[src/rtl/mips_pkg.sv]
// Shared types and constants for the MIPS fetch stage.
package mips_pkg;

  localparam int unsigned INSTR_W = 32;
  localparam int unsigned PC_STEP = 4;

  // Fetch sequencer states
  typedef enum logic [1:0] {
    StBoot = 2'd0,
    StRun  = 2'd1,
    StHalt = 2'd2
  } pc_state_e;

endpackage

[src/rtl/pc_target_calc.sv]
// Redirect target formation: JR over J/JAL over taken branch, with word alignment forced.
module pc_target_calc
  import mips_pkg::*;
(
  input  logic [INSTR_W-1:0] i_pc_plus4,
  input  logic [INSTR_W-1:0] i_imm_shifted,
  input  logic [25:0]        i_jump_index,
  input  logic [INSTR_W-1:0] i_jr_target,
  input  logic               i_redirect_valid,
  input  logic               i_branch_taken,
  input  logic               i_jump,
  input  logic               i_jr,
  output logic [INSTR_W-1:0] o_target,
  output logic               o_misalign,
  output logic               o_any_redirect
);

  logic [INSTR_W-1:0] w_branch_target;

  // Branch adder; the carry out is intentionally dropped so targets wrap mod 2^32.
  assign w_branch_target = i_pc_plus4 + i_imm_shifted;

  // Priority target mux
  always_comb begin
    o_target = w_branch_target;
    if (i_jr) begin
      o_target = {i_jr_target[INSTR_W-1:2], 2'b00};
    end else if (i_jump) begin
      o_target = {i_pc_plus4[INSTR_W-1:28], i_jump_index, 2'b00};
    end
  end

  assign o_misalign     = i_redirect_valid & i_jr & (i_jr_target[1:0] != 2'b00);
  // A redirect strobe with no select raised carries no target and is ignored.
  assign o_any_redirect = i_redirect_valid & (i_jr | i_jump | i_branch_taken);

endmodule

[src/rtl/pc_sequencer.sv]
// Fetch-stage PC sequencer: issues fetch addresses over valid/ready and buffers one
// redirect that arrives while memory is stalling or the stage is halted.
module pc_sequencer
  import mips_pkg::*;
#(
  parameter logic [INSTR_W-1:0] RESET_PC = 32'h0000_0000
) (
  input  logic               clk,
  input  logic               rst,
  input  logic               halt,
  input  logic               resume,
  input  logic               redirect_valid,
  input  logic               branch_taken,
  input  logic [INSTR_W-1:0] imm_shifted,
  input  logic               jump,
  input  logic [25:0]        jump_index,
  input  logic               jr,
  input  logic [INSTR_W-1:0] jr_target,
  output logic               req_valid,
  input  logic               req_ready,
  output logic [INSTR_W-1:0] pc,
  output logic [INSTR_W-1:0] pc_plus4,
  output logic [INSTR_W-1:0] fetch_count,
  output logic               addr_err
);

  pc_state_e          r_state;
  logic               r_req_valid;
  logic [INSTR_W-1:0] r_pc;
  logic               r_pend_valid;
  logic [INSTR_W-1:0] r_pend_pc;
  logic [INSTR_W-1:0] r_fetch_count;
  logic               r_addr_err;

  logic               w_accept;
  logic [INSTR_W-1:0] w_pc_plus4;
  logic [INSTR_W-1:0] w_target;
  logic               w_misalign;
  logic               w_any_redirect;
  logic [INSTR_W-1:0] w_next_pc;

  assign w_accept   = r_req_valid & req_ready;
  assign w_pc_plus4 = r_pc + PC_STEP;

  pc_target_calc u_target_calc (
    .i_pc_plus4      (w_pc_plus4),
    .i_imm_shifted   (imm_shifted),
    .i_jump_index    (jump_index),
    .i_jr_target     (jr_target),
    .i_redirect_valid(redirect_valid),
    .i_branch_taken  (branch_taken),
    .i_jump          (jump),
    .i_jr            (jr),
    .o_target        (w_target),
    .o_misalign      (w_misalign),
    .o_any_redirect  (w_any_redirect)
  );

  // Next fetch address on accept: a same-cycle redirect beats the buffered one.
  always_comb begin
    w_next_pc = w_pc_plus4;
    if (w_any_redirect) begin
      w_next_pc = w_target;
    end else if (r_pend_valid) begin
      w_next_pc = r_pend_pc;
    end
  end

  // Sequencer FSM; req_valid is registered alongside the state so it never sees req_ready.
  always_ff @(posedge clk) begin
    if (rst) begin
      r_state     <= StBoot;
      r_req_valid <= 1'b0;
    end else begin
      case (r_state)
        StBoot: begin
          r_state     <= StRun;
          r_req_valid <= 1'b1;
        end
        StRun: begin
          // An issued request must complete before halting, so halt waits for accept.
          if (halt && w_accept) begin
            r_state     <= StHalt;
            r_req_valid <= 1'b0;
          end
        end
        StHalt: begin
          if (resume) begin
            r_state     <= StRun;
            r_req_valid <= 1'b1;
          end
        end
        default: begin
          r_state     <= StBoot;
          r_req_valid <= 1'b0;
        end
      endcase
    end
  end

  // PC register and single-entry redirect buffer; pc only moves on accept.
  always_ff @(posedge clk) begin
    if (rst) begin
      r_pc         <= RESET_PC;
      r_pend_valid <= 1'b0;
      r_pend_pc    <= RESET_PC;
    end else if (w_accept) begin
      r_pc         <= w_next_pc;
      r_pend_valid <= 1'b0;
    end else if (w_any_redirect) begin
      r_pend_valid <= 1'b1;
      r_pend_pc    <= w_target;
    end
  end

  // Accepted-fetch counter and sticky misaligned-JR flag
  always_ff @(posedge clk) begin
    if (rst) begin
      r_fetch_count <= '0;
      r_addr_err    <= 1'b0;
    end else begin
      if (w_accept) begin
        r_fetch_count <= r_fetch_count + 32'd1;
      end
      if (w_misalign) begin
        r_addr_err <= 1'b1;
      end
    end
  end

  assign req_valid   = r_req_valid;
  assign pc          = r_pc;
  assign pc_plus4    = w_pc_plus4;
  assign fetch_count = r_fetch_count;
  assign addr_err    = r_addr_err;

endmodule

[config.mk]
export PLATFORM = sky130hd
export DESIGN_NAME = pc_sequencer
export DESIGN_NICKNAME = d
export VERILOG_FILES = /design/src/rtl/mips_pkg.sv /design/src/rtl/pc_target_calc.sv /design/src/rtl/pc_sequencer.sv
export SDC_FILE = /design/constraint.sdc
export NUM_CORES = 1
export LEC_CHECK = 0
export CAP_MARGIN = 30
export CORE_AREA = 3 3 148 107
export DETAILED_ROUTE_END_ITERATION = 8
export DIE_AREA = 0 0 151 110
export GPL_TIMING_DRIVEN = 0
export PLACE_DENSITY = 0.82
export SYNTH_ARGS = -nofsm -noshare
export SYNTH_HDL_FRONTEND = slang
export SYNTH_SLANG_ARGS = --single-unit
export TNS_END_PERCENT = 30
[constraint.sdc]
create_clock -name clk -period 5.1 [get_ports clk]
set_input_delay 0.51 -clock clk [delete_from_list [all_inputs] [get_ports clk]]
set_output_delay 0.51 -clock clk [all_outputs]
set_load 0.02 [all_outputs]
==> out/metrics.cfg, run 1 <==
[setup_path]
crit_fanout=7
critPathTopFamily=simple AND/OR/NAND/NOR gates
crit_path_start_kind=flip-flop
worst_path_largest_cell_delay_ns=0.68
worstPathCellList=and4_1 -> nand4_1 -> nor3_2 -> nand3_1 -> xnor2_1 -> ha_1 -> and2_1 -> nand3_1 -> a2111oi_0 -> buf_1 -> o21ai_1 -> nand2_1 -> xor2_1 -> a222oi_1 -> nor2_1 -> o221a_2
crit_path_frequent_cell=nand3_1
worst-endpoint-arrival_ns=5.16
cp-end-kind=flip-flop
crit_required_ns=5.35
path_buf_inv=1
crit_type=reg2reg
slowest_stage=nor3_2

[detailed_routing]
via_count=8469
firstDrtPassIters=6
drtIter0Drc=1112
routed_via_density=6.16
ant_nets=0
routed_wl_microns=28000
routedWlPerCell_microns=20.3
drc=0

[global_route]
antenna_found_initial=0
grt.met2_usage_pct=47.3
gr-usage-met3_pct=9.28
grt_pass1_vias=7776
met1_usage_pct=47.3
grt_pass1_wl_microns=42200
grt_max_degree=19
grt.busiest_layer=met2
grt-ovfl-total=0
grt_usage_pct=32.7

[placement]
hpwl_microns=21400
place_ws_ns=0.481
placed_area_sq_um=9460
gp_congestion=0.987
numPortBuffers=196

[status]
outcome=complete, no violations

[sta]
tns_ns=0
layout_min_cycle_time_ns=4.91
slew_headroom_pct=41.6
slew_violations=0
setup_viol=0
worst_slack_ns=0.191
rsz0062_at_grt=no
period_share_pct=96.3
hold_violations=0
max_freq_ghz=0.204
tightest_slew_ns=0.876
skew_ns=0.0119

[yosys]
synth_seq_cells=101
synth_cell_type_count=65
avgSynthCellArea_sq_um=7.50
synthCells=966
netlist_top_cells_area=dfxtp_1 (28%), ha_1 (6.9%), nor2_1 (6.3%)
synth_edf_count=0
syn_area_sq_um=7250
ys_top_cells_by_count=nor2_1 (121), nand2_1 (118), dfxtp_1 (101)
synth_top_area_cell=dfxtp_1
yosysSeqAreaShare_pct=27.9
synth_most_common_cell=nor2_1
yosys_warnings=0
ys.flop_type=dfxtp_1
syn-num-nets=1106
synth_top_area_share_pct=27.9
synthArstFlopShare_pct=0

[clocking]
cts_tree=yes
cts_hold_buf=0
clk_latency_ns=0.35
cts_buffers=9
clk_pin_slew_worst_paths_ns=0.08
htreeDepth=3
cts.sinks=101
post_cts_resized=0
clock_path_buffers=2
post-cts-setup-buffer-count=0
clock-root-buffer=clkbuf_16

[power]
power.leakage_nw=3.68
power_mw=2.30
pwr_density_cell_nw_per_um2=236
irDropWorstVdd_mv=0.179

[finish]
final_net_count=1314
finish.instance_area_sq_um=9770
syn_to_final_growth_pct=34.7
n_antenna_cell=0
fillers=1271
seq_area_sq_um=2020
drive_gt1_share_pct=3.05
multiInputGateArea_sq_um=4960

[hold_path]
hold_path_class=reg2reg

[job]
maxCapViolations=0

[floorplanning]
fp.dieW_microns=151
die_y_microns=110
io_pins=197
core_sq_um=14500
start_util_pct=49.9
die_area_sq_um=16600
rows=37

-- worst register-to-register path, stage by stage, from the launching register on --
cell	delay [ns]
dfxtp_1	0.45
and4_1	0.27
nand4_1	0.22
nor3_2	0.68
nand3_1	0.18
xnor2_1	0.47
ha_1	0.23
and2_1	0.28
nand3_1	0.10
a2111oi_0	0.48
buf_1	0.25
o21ai_1	0.15
nand2_1	0.17
xor2_1	0.08
a222oi_1	0.47
nor2_1	0.08
o221a_2	0.26
-- metal layers --
layer / up-vias / part of all wire [%]
li1: 3918 / -
met1: 3899 / 43
met2: 585 / 41
met3: 67 / 14
met4: 0 / 2.7
met5: - / 0
-- area by class of cell --
type                    count  share of cell area [%]
clock buffers               9                    2.31
well taps                 195                    2.50
repair buffers            197                    20.1
clock inverters             7                   0.833
plain buffers              53                    2.11
flip-flops and latches    101                    20.7
multi-input cells         797                    50.8
inverters                  15                   0.577
-- path summary, 6_finish.rpt --
check / slack [ns] / end / start / cells after the start
worst min register to register: 0.46 / r_pend_pc[3] / r_pend_pc[3] / 2
worst max-delay path: 0.19 / pc[27] / pc[7] / 16
worst min-delay path: 0.46 / r_pend_pc[3] / r_pend_pc[3] / 2
worst max register to register: 0.19 / pc[27] / pc[7] / 16
-- cells in the final DEF, fill, tap and decap left out, types with 4 or more instances in the layout --
| cell type | count |
|---|---|
| a31oi_1 | 11 |
| o22ai_1 | 8 |
| nor4_1 | 4 |
| nor2b_1 | 4 |
| a21oi_1 | 82 |
| dfxtp_1 | 101 |
| buf_1 | 9 |
| a211oi_1 | 16 |
| a311oi_1 | 4 |
| ha_1 | 40 |
| nor4b_1 | 5 |
| and3_1 | 18 |
| clkbuf_16 | 9 |
| mux2i_1 | 26 |
| nand2_1 | 118 |
| o221a_2 | 4 |
| xnor2_1 | 35 |
| nor3b_1 | 6 |
| and2_1 | 4 |
| o21a_1 | 15 |
| clkdlybuf4s50_1 | 196 |
| clkbuf_1 | 43 |
| nand2b_1 | 14 |
| nor2_1 | 121 |
| nand4_1 | 13 |
| inv_1 | 15 |
| a2111oi_0 | 5 |
| a21o_1 | 18 |
| xor2_1 | 30 |
| nor3_1 | 30 |
| o21ai_0 | 55 |
| o211ai_1 | 16 |
| and4_1 | 6 |
| or3_1 | 11 |
| a21boi_0 | 6 |
| nand3_1 | 30 |
-- kinds of logic (layout without fill, tap and decap cells) --
family,Yosys count,in the layout,share of synthesized area [%]
flip-flops,101,101,27.9
buffers and inverters,68,281,3.62
XOR/XNOR,66,66,8.08
multiplexers,29,29,4.06
adder cells (fa/ha/maj),41,41,7.18
AO/OA/AOI/OAI,271,271,24.1
AND/OR/NAND/NOR,390,390,25.1
-- through the flow --
stage / instances / hold slack [ns] / utilization, %
floorplan: 966 / 0.431 / -
global placement: 1357 / 0.437 / 65.0
detailed placement: 1358 / 0.442 / 65.1
CTS: 1374 / 0.456 / 67.2
global route: 1374 / 0.479 / 67.2
finish: 1374 / 0.457 / 67.2
-- flip-flops by register name, indices dropped and copies added, names as in the netlist --
| signal | flops |
|---|---|
| addr_err | 1 |
| req_valid | 1 |
| r_pend_pc | 32 |
| fetch_count | 32 |
| r_state | 2 |
| pc | 32 |
| r_pend_valid | 1 |
-- power breakdown --
| group | switching, mW | internal, mW | total (mW) | leakage (nW) |
|---|---|---|---|---|
| sequential | 0.0419 | 0.828 | 0.869 | 0.825 |
| clock | 0.325 | 0.389 | 0.714 | 0.152 |
| combinational | 0.415 | 0.306 | 0.721 | 2.70 |
| total | 0.783 | 1.52 | 2.30 | 3.68 |
(Power assumes the default switching activity.)
==> inputs of run 2 (changes only) <==
Settings changed: HOLD_SLACK_MARGIN set to 0.08.
Clock period 5.1 ns to 5.4 ns, I/O delays scaled along.
==> results of run 2 <==
Same layout as run 1 (identical final DEF). Status: complete, no violations.
Main changes from that run: setup slack after placement 0.481 ns -> 0.781 ns; setup slack after layout 0.191 ns -> 0.491 ns; register-to-register setup slack 0.19 ns -> 0.49 ns; total power 2.30 mW -> 2.18 mW; worst IR drop on VDD 0.179 mV -> 0.169 mV
==> inputs of run 3 (changes only) <==
Settings changed: GPL_ROUTABILITY_DRIVEN set to 0.
==> run 3 against run 2 <==
Net effect:
- critical path depth unchanged
- total power decreased by 1.3%
- combinational power about the same
- clock skew shrank 0.0033 ns
- via count is 1.2% higher
- design area is 0.27% lower
- utilization fell by 0.18 points
- worst hold slack worse by 0.0035 ns
- cell count shrank 0.15%
- first-iteration DRC count rose by 3.3%
- largest power group unchanged
- worst setup slack lost 0.16 ns
- highest routed layer unchanged
==> out/metrics.cfg, run 3 (same netlist as run 1, synthesis figures left out) <==
[status]
outcome=complete, no violations  ; unchanged

[setup_path]
cp-endpoint=pc[27]  ; unchanged
path_buf_inv=1  ; unchanged
crit_path_frequent_cell=ha_1  ; was nand3_1
worst-endpoint-arrival_ns=5.32  ; was 5.16 ns
crit_fanout=7  ; unchanged
cp-end-kind=flip-flop  ; unchanged
crit_type=reg2reg  ; unchanged
cp.depth=16  ; unchanged
worst_path_largest_cell_delay_ns=0.61  ; was 0.68 ns
critPathTopFamily=simple AND/OR/NAND/NOR gates  ; unchanged
slowest_stage=nor3b_2  ; was nor3_2
worstPathCellList=ha_1 -> and3_1 -> nor3b_2 -> nand4_1 -> xnor2_1 -> ha_1 -> and2_1 -> nand3_1 -> a2111oi_0 -> buf_1 -> o21ai_1 -> nand2_1 -> xor2_1 -> a222oi_1 -> nor2_1 -> o221a_2  ; was and4_1 -> nand4_1 -> nor3_2 -> nand3_1 -> xnor2_1 -> ha_1 -> and2_1 -> nand3_1 -> a2111oi_0 -> buf_1 -> o21ai_1 -> nand2_1 -> xor2_1 -> a222oi_1 -> nor2_1 -> o221a_2
reg2reg_slack_ns=0.33  ; was 0.49 ns
ff2ff_path_depth=16  ; unchanged
crit_required_ns=5.65  ; about the same
timing.rr.end=pc[27]  ; unchanged
reg2reg_from=pc[2]  ; was pc[7]
crit_path_start_kind=flip-flop  ; unchanged
startpoint=pc[2]  ; was pc[7]

[global_route]
grt_pass1_vias=7839  ; was 7,776
grt_max_degree=16  ; was 19
antenna_found_initial=0  ; unchanged
grt_pass1_wl_microns=42100  ; was 42,200 microns
grt_usage_pct=32.7  ; about the same
grt-ovfl-total=0  ; unchanged

[placement]
numPortBuffers=196  ; unchanged
place_ws_ns=0.701  ; was 0.781 ns
hpwl_microns=21400  ; about the same

[sta]
slew_headroom_pct=39.1  ; was 41.6%
max_freq_ghz=0.197  ; was 0.204 GHz
worst_slack_ns=0.328  ; was 0.491 ns
setup_viol=0  ; unchanged
layout_min_cycle_time_ns=5.07  ; was 4.91 ns
period_share_pct=93.9  ; was 90.9%
tightest_slew_ns=0.913  ; was 0.876 ns
hold_violations=0  ; unchanged
tns_ns=0  ; unchanged
slew_violations=0  ; unchanged
skew_ns=0.00856  ; was 0.0119 ns
rsz0062_at_grt=no  ; unchanged

[clocking]
post-cts-setup-buffer-count=0  ; unchanged
cts.sinks=101  ; unchanged
post_cts_resized=0  ; unchanged
clk_latency_ns=0.35  ; about the same
cts_buffers=9  ; unchanged
clock_path_buffers=2  ; unchanged
cts_hold_buf=0  ; unchanged
clock-root-buffer=clkbuf_16  ; unchanged
htreeDepth=3  ; unchanged
cts_tree=yes  ; unchanged
clk_pin_slew_worst_paths_ns=0.07  ; was 0.08 ns

[detailed_routing]
drtIter0Drc=1149  ; was 1,112
ant_nets=0  ; unchanged
drc=0  ; unchanged
routedWlPerCell_microns=20.6  ; was 20.3 microns
routed_via_density=6.25  ; was 6.16
routed_wl_microns=28300  ; was 28,000 microns
via_count=8574  ; was 8,469
firstDrtPassIters=8  ; was 6

[finish]
fillers=1237  ; was 1,271
n_antenna_cell=0  ; unchanged
layout_commonest_cell=clkdlybuf4s50_1  ; unchanged
drive_gt1_share_pct=2.80  ; was 3.05%
syn_to_final_growth_pct=34.3  ; was 34.7%
final_net_count=1314  ; unchanged
layout_common_cells=clkdlybuf4s50_1 (196), nor2_1 (121), nand2_1 (118)  ; unchanged

[floorplanning]
rows=37  ; unchanged
core_sq_um=14500  ; unchanged
die_y_microns=110  ; unchanged
die_area_sq_um=16600  ; unchanged
start_util_pct=49.9  ; unchanged
io_pins=197  ; unchanged
fp.dieW_microns=151  ; unchanged

[power]
irDropWorstVdd_mv=0.165  ; was 0.169 mV
pwr_density_cell_nw_per_um2=220  ; was 223 nW/um^2
power.leakage_nw=3.66  ; was 3.68 nW

[job]
maxCapViolations=0  ; unchanged

[hold_path]
hold_path_class=reg2reg  ; unchanged

==> run 3: cell count changes in the layout (fill, tap and decap cells not counted), sizes merged <==
cell      delta
clkbuf       +1
clkinv       -1
clkinvlp     +1
inv          -3
==> run 3: per-stage QoR <==
step / power, mW / area, sq um / utilization (%) / cells / hold WS (ns)
after floorplan: 1.22 / 7250 / - / 966 / 0.431
after global placement: 1.48 / 9460 / 65.0 / 1357 / 0.438
after detailed placement: 1.49 / 9460 / 65.1 / 1358 / 0.441
after CTS: 2.12 / 9740 / 67.0 / 1372 / 0.451
after global routing: 2.22 / 9740 / 67.0 / 1372 / 0.467
final: 2.15 / 9740 / 67.0 / 1372 / 0.453
==> run 3: cell type report <==
cell class	instances	area (sq um)	area share, %
buffer	53	206	2.12
inverter	15	56.3	0.578
clock buffer	10	229	2.35
timing repair buffer	197	1970	20.2
tap	195	244	2.51
multi-input combinational	797	4960	51.0
clock inverter	4	51.3	0.527
sequential	101	2020	20.8
==> run 3: report_power, final <==
group	leakage (nW)	switching [mW]	internal (mW)
clock network	0.134	0.289	0.355
logic	2.70	0.393	0.289
registers	0.825	0.0401	0.782
==> run 3: how the worst min path moves through the flow <==
stage | slack [ns] | endpoint | start | cells past startpoint
5_1_grt | 0.47 | r_pend_pc[19] | r_pend_pc[19] | 2
3_3_place_gp | 0.44 | addr_err | addr_err | 2
2_1_floorplan | 0.43 | r_pend_pc[19] | r_pend_pc[19] | 2
3_5_place_dp | 0.44 | r_pend_pc[19] | r_pend_pc[19] | 2
6_report | 0.45 | r_pend_pc[19] | r_pend_pc[19] | 2
4_1_cts | 0.45 | r_pend_pc[19] | r_pend_pc[19] | 2
==> run 3: metal layers <==
layer	GRT usage (%)	wire [microns]	vias up
met1	45.7	11700	3958
met4	9.70	781	0
met2	48.0	11600	629
met3	10.7	4300	79
met5	0	0	-
li1	-	-	3908
==> run 3: worst register-to-register path: cells and delay by family, from the launching register on <==
kind                     cells  cell delay (ns)
AO/OA/AOI/OAI                4             1.47
XOR/XNOR                     2             0.46
adder cells (fa/ha/maj)      2             0.61
buffers and inverters        1             0.26
flip-flops                   1             0.45
AND/OR/NAND/NOR              7             1.72
